[src/rtl/fetch_stage_pkg.sv]
// Shared definitions for the MIPS fetch stage: state encoding and core constants.
package fetch_stage_pkg;

  typedef enum logic [1:0] {
    ST_FETCH   = 2'd0,
    ST_DISCARD = 2'd1,
    ST_HOLD    = 2'd2
  } fetch_state_e;

  localparam logic [31:0] PKG_RESET_PC  = 32'h0040_0000;
  localparam logic [31:0] PKG_NOP_INSTR = 32'h0000_0000;
  localparam logic [31:0] WORD_BYTES    = 32'd4;

  function automatic logic [31:0] word_align(input logic [31:0] addr);
    return addr & 32'hFFFF_FFFC;
  endfunction

endpackage

[src/rtl/fetch_stage_if_id_reg.sv]
// Pipeline register with load/hold/flush controls; a flush writes a NOP bubble.
module if_id_reg
  import fetch_stage_pkg::*;
#(
  parameter logic [31:0] NOP_INSTR = PKG_NOP_INSTR
) (
  input  logic        clk,
  input  logic        reset,
  input  logic        i_load,
  input  logic        i_flush,
  input  logic [31:0] i_instr,
  input  logic [31:0] i_pc_plus4,
  output logic [31:0] o_instr,
  output logic [31:0] o_pc_plus4,
  output logic        o_valid
);

  logic [31:0] r_instr;
  logic [31:0] r_pc_plus4;
  logic        r_valid;

  // Flush outranks load; neither asserted means hold.
  always_ff @(posedge clk) begin
    if (reset || i_flush) begin
      r_instr    <= NOP_INSTR;
      r_pc_plus4 <= 32'h0000_0000;
      r_valid    <= 1'b0;
    end else if (i_load) begin
      r_instr    <= i_instr;
      r_pc_plus4 <= i_pc_plus4;
      r_valid    <= 1'b1;
    end else begin
      r_instr    <= r_instr;
      r_pc_plus4 <= r_pc_plus4;
      r_valid    <= r_valid;
    end
  end

  assign o_instr    = r_instr;
  assign o_pc_plus4 = r_pc_plus4;
  assign o_valid    = r_valid;

endmodule

[src/rtl/fetch_stage.sv]
// Instruction fetch with a single outstanding imem request, stall hold buffer,
// and redirect handling that discards in-flight words.
module fetch_stage
  import fetch_stage_pkg::*;
#(
  parameter logic [31:0] RESET_PC  = PKG_RESET_PC,
  parameter logic [31:0] NOP_INSTR = PKG_NOP_INSTR
) (
  input  logic        clk,
  input  logic        reset,
  output logic        imem_req,
  output logic [31:0] imem_addr,
  input  logic        imem_ready,
  input  logic [31:0] imem_rdata,
  input  logic        stall,
  input  logic        redirect_valid,
  input  logic [31:0] redirect_target,
  output logic [31:0] if_id_instr,
  output logic [31:0] if_id_pc_plus4,
  output logic        if_id_valid,
  output logic [31:0] pc_out
);

  fetch_state_e r_state, w_state_n;
  logic [31:0]  r_pc, w_pc_n;
  logic [31:0]  r_req_addr, w_req_addr_n;
  logic [31:0]  r_hold_instr, r_hold_pc4;
  logic         w_hold_capture;
  logic         w_load, w_flush;
  logic [31:0]  w_load_instr, w_load_pc4;
  logic [31:0]  w_pc_plus4, w_target;

  assign w_pc_plus4 = r_pc + WORD_BYTES;
  assign w_target   = word_align(redirect_target);

  // Next-state, PC and IF/ID control; redirect always wins over stall and data.
  always_comb begin
    w_state_n      = r_state;
    w_pc_n         = r_pc;
    w_req_addr_n   = r_req_addr;
    w_hold_capture = 1'b0;
    w_load         = 1'b0;
    w_flush        = 1'b0;
    w_load_instr   = imem_rdata;
    w_load_pc4     = w_pc_plus4;
    case (r_state)
      ST_FETCH: begin
        if (redirect_valid) begin
          w_flush = 1'b1;
          w_pc_n  = w_target;
          if (imem_ready) begin
            w_req_addr_n = w_target;
          end else begin
            w_state_n = ST_DISCARD;
          end
        end else if (imem_ready) begin
          if (stall) begin
            w_hold_capture = 1'b1;
            w_state_n      = ST_HOLD;
          end else begin
            w_load       = 1'b1;
            w_pc_n       = w_pc_plus4;
            w_req_addr_n = w_pc_plus4;
          end
        end else begin
          w_flush = !stall;
        end
      end
      ST_HOLD: begin
        w_load_instr = r_hold_instr;
        w_load_pc4   = r_hold_pc4;
        if (redirect_valid) begin
          w_flush      = 1'b1;
          w_pc_n       = w_target;
          w_req_addr_n = w_target;
          w_state_n    = ST_FETCH;
        end else if (!stall) begin
          w_load       = 1'b1;
          w_pc_n       = w_pc_plus4;
          w_req_addr_n = w_pc_plus4;
          w_state_n    = ST_FETCH;
        end else begin
          w_state_n = ST_HOLD;
        end
      end
      ST_DISCARD: begin
        w_flush = redirect_valid || !stall;
        w_pc_n  = redirect_valid ? w_target : r_pc;
        if (imem_ready) begin
          // Stale word dropped; refetch from the most recent redirect target.
          w_req_addr_n = w_pc_n;
          w_state_n    = ST_FETCH;
        end else begin
          w_state_n = ST_DISCARD;
        end
      end
      default: begin
        w_flush      = 1'b1;
        w_req_addr_n = r_pc;
        w_state_n    = ST_FETCH;
      end
    endcase
  end

  // PC, request address, state and hold buffer.
  always_ff @(posedge clk) begin
    if (reset) begin
      r_state      <= ST_FETCH;
      r_pc         <= RESET_PC;
      r_req_addr   <= RESET_PC;
      r_hold_instr <= NOP_INSTR;
      r_hold_pc4   <= 32'h0000_0000;
    end else begin
      r_state    <= w_state_n;
      r_pc       <= w_pc_n;
      r_req_addr <= w_req_addr_n;
      if (w_hold_capture) begin
        r_hold_instr <= imem_rdata;
        r_hold_pc4   <= w_pc_plus4;
      end else begin
        r_hold_instr <= r_hold_instr;
        r_hold_pc4   <= r_hold_pc4;
      end
    end
  end

  if_id_reg #(
    .NOP_INSTR (NOP_INSTR)
  ) u_if_id (
    .clk        (clk),
    .reset      (reset),
    .i_load     (w_load),
    .i_flush    (w_flush),
    .i_instr    (w_load_instr),
    .i_pc_plus4 (w_load_pc4),
    .o_instr    (if_id_instr),
    .o_pc_plus4 (if_id_pc_plus4),
    .o_valid    (if_id_valid)
  );

  assign imem_req  = !reset && (r_state != ST_HOLD);
  assign imem_addr = r_req_addr;
  assign pc_out    = r_pc;

endmodule

[config.mk]
export PLATFORM = sky130hd
export DESIGN_NAME = fetch_stage
export DESIGN_NICKNAME = d
export VERILOG_FILES = /design/src/rtl/fetch_stage_pkg.sv /design/src/rtl/fetch_stage_if_id_reg.sv /design/src/rtl/fetch_stage.sv
export SDC_FILE = /design/constraint.sdc
export NUM_CORES = 1
export LEC_CHECK = 0
export CAP_MARGIN = 20
export CELL_PAD_IN_SITES_DETAIL_PLACEMENT = 0
export CELL_PAD_IN_SITES_GLOBAL_PLACEMENT = 2
export CORE_AREA = 5 5 177 179
export DETAILED_ROUTE_END_ITERATION = 8
export DIE_AREA = 0 0 182 184
export GPL_TIMING_DRIVEN = 0
export HOLD_SLACK_MARGIN = 0.02
export PLACE_DENSITY_LB_ADDON = 0.1
export SLEW_MARGIN = 30
export SYNTH_ARGS = -nofsm -noshare
export SYNTH_HDL_FRONTEND = slang
export SYNTH_SLANG_ARGS = --single-unit
[constraint.sdc]
create_clock -name clk -period 5.6 [get_ports clk]
set_input_delay 1.12 -clock clk [delete_from_list [all_inputs] [get_ports clk]]
set_output_delay 1.12 -clock clk [all_outputs]
set_load 0.02 [all_outputs]
After elaboration in Yosys (flattened, before gate mapping)
Cells that the tools add are included.
- bits in registers: 195
- bits of input ports: 69
- add/subtract/negate cells: 1
- equality and inequality tests: 8
- muxes and demuxes: 36
- reductions and logical operators: 10
- operator list (cell ; count):
    32-bit two-way mux ; 13
    32-bit one-hot mux with 3 select lines ; 2
    32-bit by 3-bit adder with 32-bit output, second input constant ; 1
    1-bit two-way mux ; 12
    2-bit two-way mux ; 6
    3-bit != test, second input constant ; 3
    2-bit != test, second input constant ; 3
    2-bit one-hot mux with 3 select lines ; 1
    2-bit AND reduction ; 2
    1-bit one-hot mux with 3 select lines ; 1
    3-bit AND reduction ; 1
    3-bit nonzero test ; 1
    2-bit by 1-bit equality test with 1-bit output, second input constant ; 1
    2-bit equality test, second input constant ; 1
    1-bit logical NOT ; 2
    2-bit logical NOT ; 1
    1-bit logical OR ; 2
    1-bit one-hot mux with 2 select lines ; 1
    1-bit logical AND ; 1

Logic depth before layout (Yosys ltp)
- depth in word-level cells: 5
- depth in mapped cells: 7
- gate-level depth less buffers: 6

Hierarchy
A second synthesis with hierarchy kept.
- cells, all modules: 1174
- area total of the unflattened synthesis: 9785.6 um^2
- modules (own cells, without submodules) (module ; instances ; cells each ; area each (um^2) ; sequential area each (um^2)):
    fetch_stage ; 1 ; 964 ; 7445.9 ; 2602.5
    if_id_reg ; 1 ; 210 ; 2339.7 ; 1301.2

Worst setup path before layout
No wires, ideal clock.
- path type: input -> output
- start: in reset
- end: out imem_req
- arrival: 2.041 ns
- data required time: 4.480 ns
- setup slack: 2.439 ns
- cell stages on the path: 4
- buffers on the path: 3
- path through: clkbuf_1 clkbuf_1 clkbuf_1 nor2_1
- cells in the longest elaborated chain, start to end: 2
- ends and longest elaborated chain (what ; RTL line ; source):
    start, declared ; fetch_stage.sv:10 ; input logic reset,
    1-bit logical NOT ; fetch_stage.sv:141 ; assign imem_req = !reset && (r_state != ST_HOLD);
    1-bit logical AND ; fetch_stage.sv:141 ;
    end, declared ; fetch_stage.sv:11 ; output logic imem_req,
Every way passes these cells.

Final worst setup path
Ends and elaborated chain as after synthesis.

==> flow_summary.toml <==
[global_route]
grt_pass1_wl_um = 59860
grt_pass1_vias = 9164
grt_use_total_pct = 23.64
grt_antenna_before_repair = 0
overflow = 0
grt_max_degree = 22

[min_path]
holdPathStages = 2
hold_class = "register to register"

[worst_setup_path]
cp_max_fo = 10
cp_top_family = "buffers and inverters"
worst_ep_arrival_time_ns = 3.41
startpoint_type = "primary input"
end_kind = "primary output"
crit_cells = 5
cpMostUsedCell = "clkbuf_1"
slowest_delay_ns = 0.73
critPathBufInv = 4
crit_type = "primary input to primary output"
cp.required_ns = 4.48
reg2reg_depth = 7
path_cells = "clkbuf_1, clkbuf_1, clkbuf_1, nor2_1, clkdlybuf4s50_1"
cp_slowest_cell = "clkbuf_1"

[sta]
fmax_ghz = 0.2207
fin_setup_tns_ns = 0
setup_ws_ns = 1.069
finalHoldViolCount = 0
worst_pin_slew_ns = 0.9535
fin_crit_sh_pct = 80.91
setup_viol = 0
min_period_ns = 4.531
maxSlewViolCount = 0
fin_skew_ns = 0.01589
rsz0062_at_grt = "no"
slew_headroom_pct = 36.20

[placed_design]
dp_hpwl_um = 30390
pre_cts_slack_ns = 1.074
port-buffer-count = 195
placed_area_mm2 = 0.01172
place.gp.congestion = 0.9336
place_inst = 1739

[cells_and_area]
layout-drive-gt1-share_pct = 5.793
nets = 1438
fin_cells = 1772
area_delta_synth_final_pct = 32.84
design_area_mm2 = 0.01232

[detailed_routing]
ant_nets = 0
viasPerCell = 5.393
first_pass_iters = 5
finalWirelength_um = 40940
wl_per_cell_um = 23.10
drcViolationCount = 0
vias = 9556
drt-initial-drc-count = 857

[power]
netSwitchingPower_w = 0.001116
p_per_area_mw_per_mm2 = 276.0
clockPowerShare_pct = 37.8
p_leak_nw = 4.201
switching_share_pct = 32.83
power.share.sequential_pct = 43.9
p_int_w = 0.002284
p_comb_share_pct = 18.3
peakVddDrop_mv = 0.2029

[cts]
clk_path_buf_depth = 2
post_cts_resized = 0
clock_latency_ns = 0.45
cts_made_buffers = 17
cts_tree = "done"
cts_max_level = 4
ctsHoldBuffers = 0
cts_sinks = 195
cts-root-buf = "clkbuf_16"
clk_pin_slew_worst_paths_ns = 0.08
postCtsSetupRepairBufs = 0

[yosys]
netlist_area_mm2 = 0.009276
yosys-top-cells-area = "dfxtp_1 42%, nand2_1 6.8%, a21oi_1 5.8%, mux2i_1 4.6%, a211oi_1 4.2%"
syn-num-nets = 1224
synth_top_area_share_pct = 42.08
postSynthAreaPerCell_um2 = 8.038
synth.distinct_cells = 70
async_reset_ff_share_pct = 0
yosysWarningCount = 0
synth_largest_area_cell = "dfxtp_1"
synth-main-ff-cell = "dfxtp_1"
yosysSeqAreaShare_pct = 42.08
synth_enable_flop_cells = 0
ys_seq_elements = 195
syn_inst = 1154

[run]
drv_cap = 0

[floorplan]
row_count = 63
ioPinCount = 199
die-area_mm2 = 0.03349
start_util_pct = 31.55
core_mm2 = 0.02940
die_w_um = 182
die_h_um = 184

[run_status]
outcome = "completed"
## cells in the mapped netlist, types with 3 or more instances
library cell  count
dfxtp_1         195
nand2_1         169
a21oi_1         107
nor2_1          103
clkbuf_1         69
o21ai_0          67
a211oi_1         52
mux2i_1          43
nand3_1          41
o22ai_1          25
nor3_1           23
buf_2            19
a31oi_1          17
o211ai_1         16
xor2_1           16
and3_1           15
buf_1            15
nand4_1          15
a221oi_1         11
inv_1             9
xnor2_1           9
a22oi_1           7
nand2b_1          7
nor2b_1           6
and2_1            5
mux2_2            5
nor4_1            5
o221ai_1          5
o41ai_1           5
a211o_1           4
a21o_1            4
a31o_2            4
and4_1            4
or3_1             4
a21boi_0          3
a311oi_1          3
clkbuf_2          3
## layout make-up
cell class	instances	area, um^2
Antenna cell	1	2.502
Buffer	108	440.4
Clock buffer	17	425.4
Clock inverter	15	178.9
Fill cell	3036	17080
Inverter	10	37.54
Multi-Input combinational cell	841	4895
Sequential cell	195	3904
Tap cell	390	488.0
Timing Repair Buffer	195	1952
## per-stage QoR
step                hold WS (ns)  power [W]  util, %
global route              0.4741   0.003525    41.90
floorplan                 0.4357   0.001838        -
detailed placement        0.4359   0.002140    39.85
finish                    0.4553   0.003401    41.91
CTS                       0.4573   0.003415    41.90
global placement          0.4386   0.002141    39.85
## power by group through the flow
stage / combinational (W) / sequential, W / clock [W]
2_1_floorplan: 0.000272 / 0.00157 / 0
3_3_place_gp: 0.000616 / 0.00153 / 0
3_5_place_dp: 0.000615 / 0.00152 / 0
4_1_cts: 0.000618 / 0.00149 / 0.00130
5_1_grt: 0.000665 / 0.00150 / 0.00136
6_report: 0.000621 / 0.00149 / 0.00129
## placed cells by master, fill, tap and decap left out, types with 4 or more instances in the layout
cell / netlist / final
xnor2_1: 9 / 9
nor2b_1: 6 / 6
a21oi_1: 107 / 107
a22oi_1: 7 / 7
a211o_1: 4 / 4
xor2_1: 16 / 16
nor3_1: 23 / 23
dfxtp_1: 195 / 195
nor2_1: 103 / 103
a221oi_1: 11 / 11
nand2b_1: 7 / 7
and4_1: 4 / 4
clkbuf_1: 69 / 69
o211ai_1: 16 / 16
clkinv_8: 0 / 5
nor4_1: 5 / 5
nand4_1: 15 / 15
o41ai_1: 5 / 5
a211oi_1: 52 / 52
nand2_1: 169 / 169
and3_1: 15 / 15
mux2_2: 5 / 5
buf_2: 19 / 19
buf_1: 15 / 15
a31o_2: 4 / 4
a31oi_1: 17 / 17
a21o_1: 4 / 4
o221ai_1: 5 / 5
nand3_1: 41 / 41
o22ai_1: 25 / 25
clkbuf_16: 0 / 17
mux2i_1: 43 / 43
and2_1: 5 / 5
o21ai_0: 67 / 67
clkdlybuf4s50_1: 0 / 195
inv_1: 9 / 9
or3_1: 4 / 4
## final timing paths
kind,start,to,slack (ns)
setup / recovery,reset,imem_req,1.07
hold reg to reg,imem_addr[10],imem_addr[10],0.46
setup reg to reg,r_state[1],u_if_id.o_pc_plus4[25],2.57
hold / removal,imem_addr[10],imem_addr[10],0.46
## tightest hold or removal path, stage by stage (launching register included)
cell     delay, ns
dfxtp_1       0.31
nand2_1       0.05
a21oi_1       0.05
## logic make-up (layout without fill, tap and decap cells)
group | Yosys count | in the layout | share of synthesized area [%]
flip-flops | 195 | 195 | 42.08
XOR/XNOR | 25 | 25 | 2.360
buffers and inverters | 118 | 345 | 5.152
other | 0 | 1 | 0
AND/OR/NAND/NOR | 412 | 412 | 20.70
multiplexers | 48 | 48 | 5.247
AO/OA/AOI/OAI | 355 | 355 | 24.32
adder cells (fa/ha/maj) | 1 | 1 | 0.1349
## sequential cells by signal, indices dropped and copies added, names as in the netlist
signal	flops
u_if_id.o_valid	1
imem_addr	32
u_if_id.o_instr	32
r_hold_pc4	32
r_state	2
u_if_id.o_pc_plus4	32
pc_out	32
r_hold_instr	32
## routing by layer
metal / routed length (um) / GRT usage, % / vias to the layer above
li1: - / - / 4596
met1: 19870 / 34.52 / 4577
met2: 17970 / 36.33 / 332
met3: 2283 / 3.779 / 51
met4: 809 / 6.274 / 0
met5: 0 / 0 / -
(Power assumes the default switching activity.)
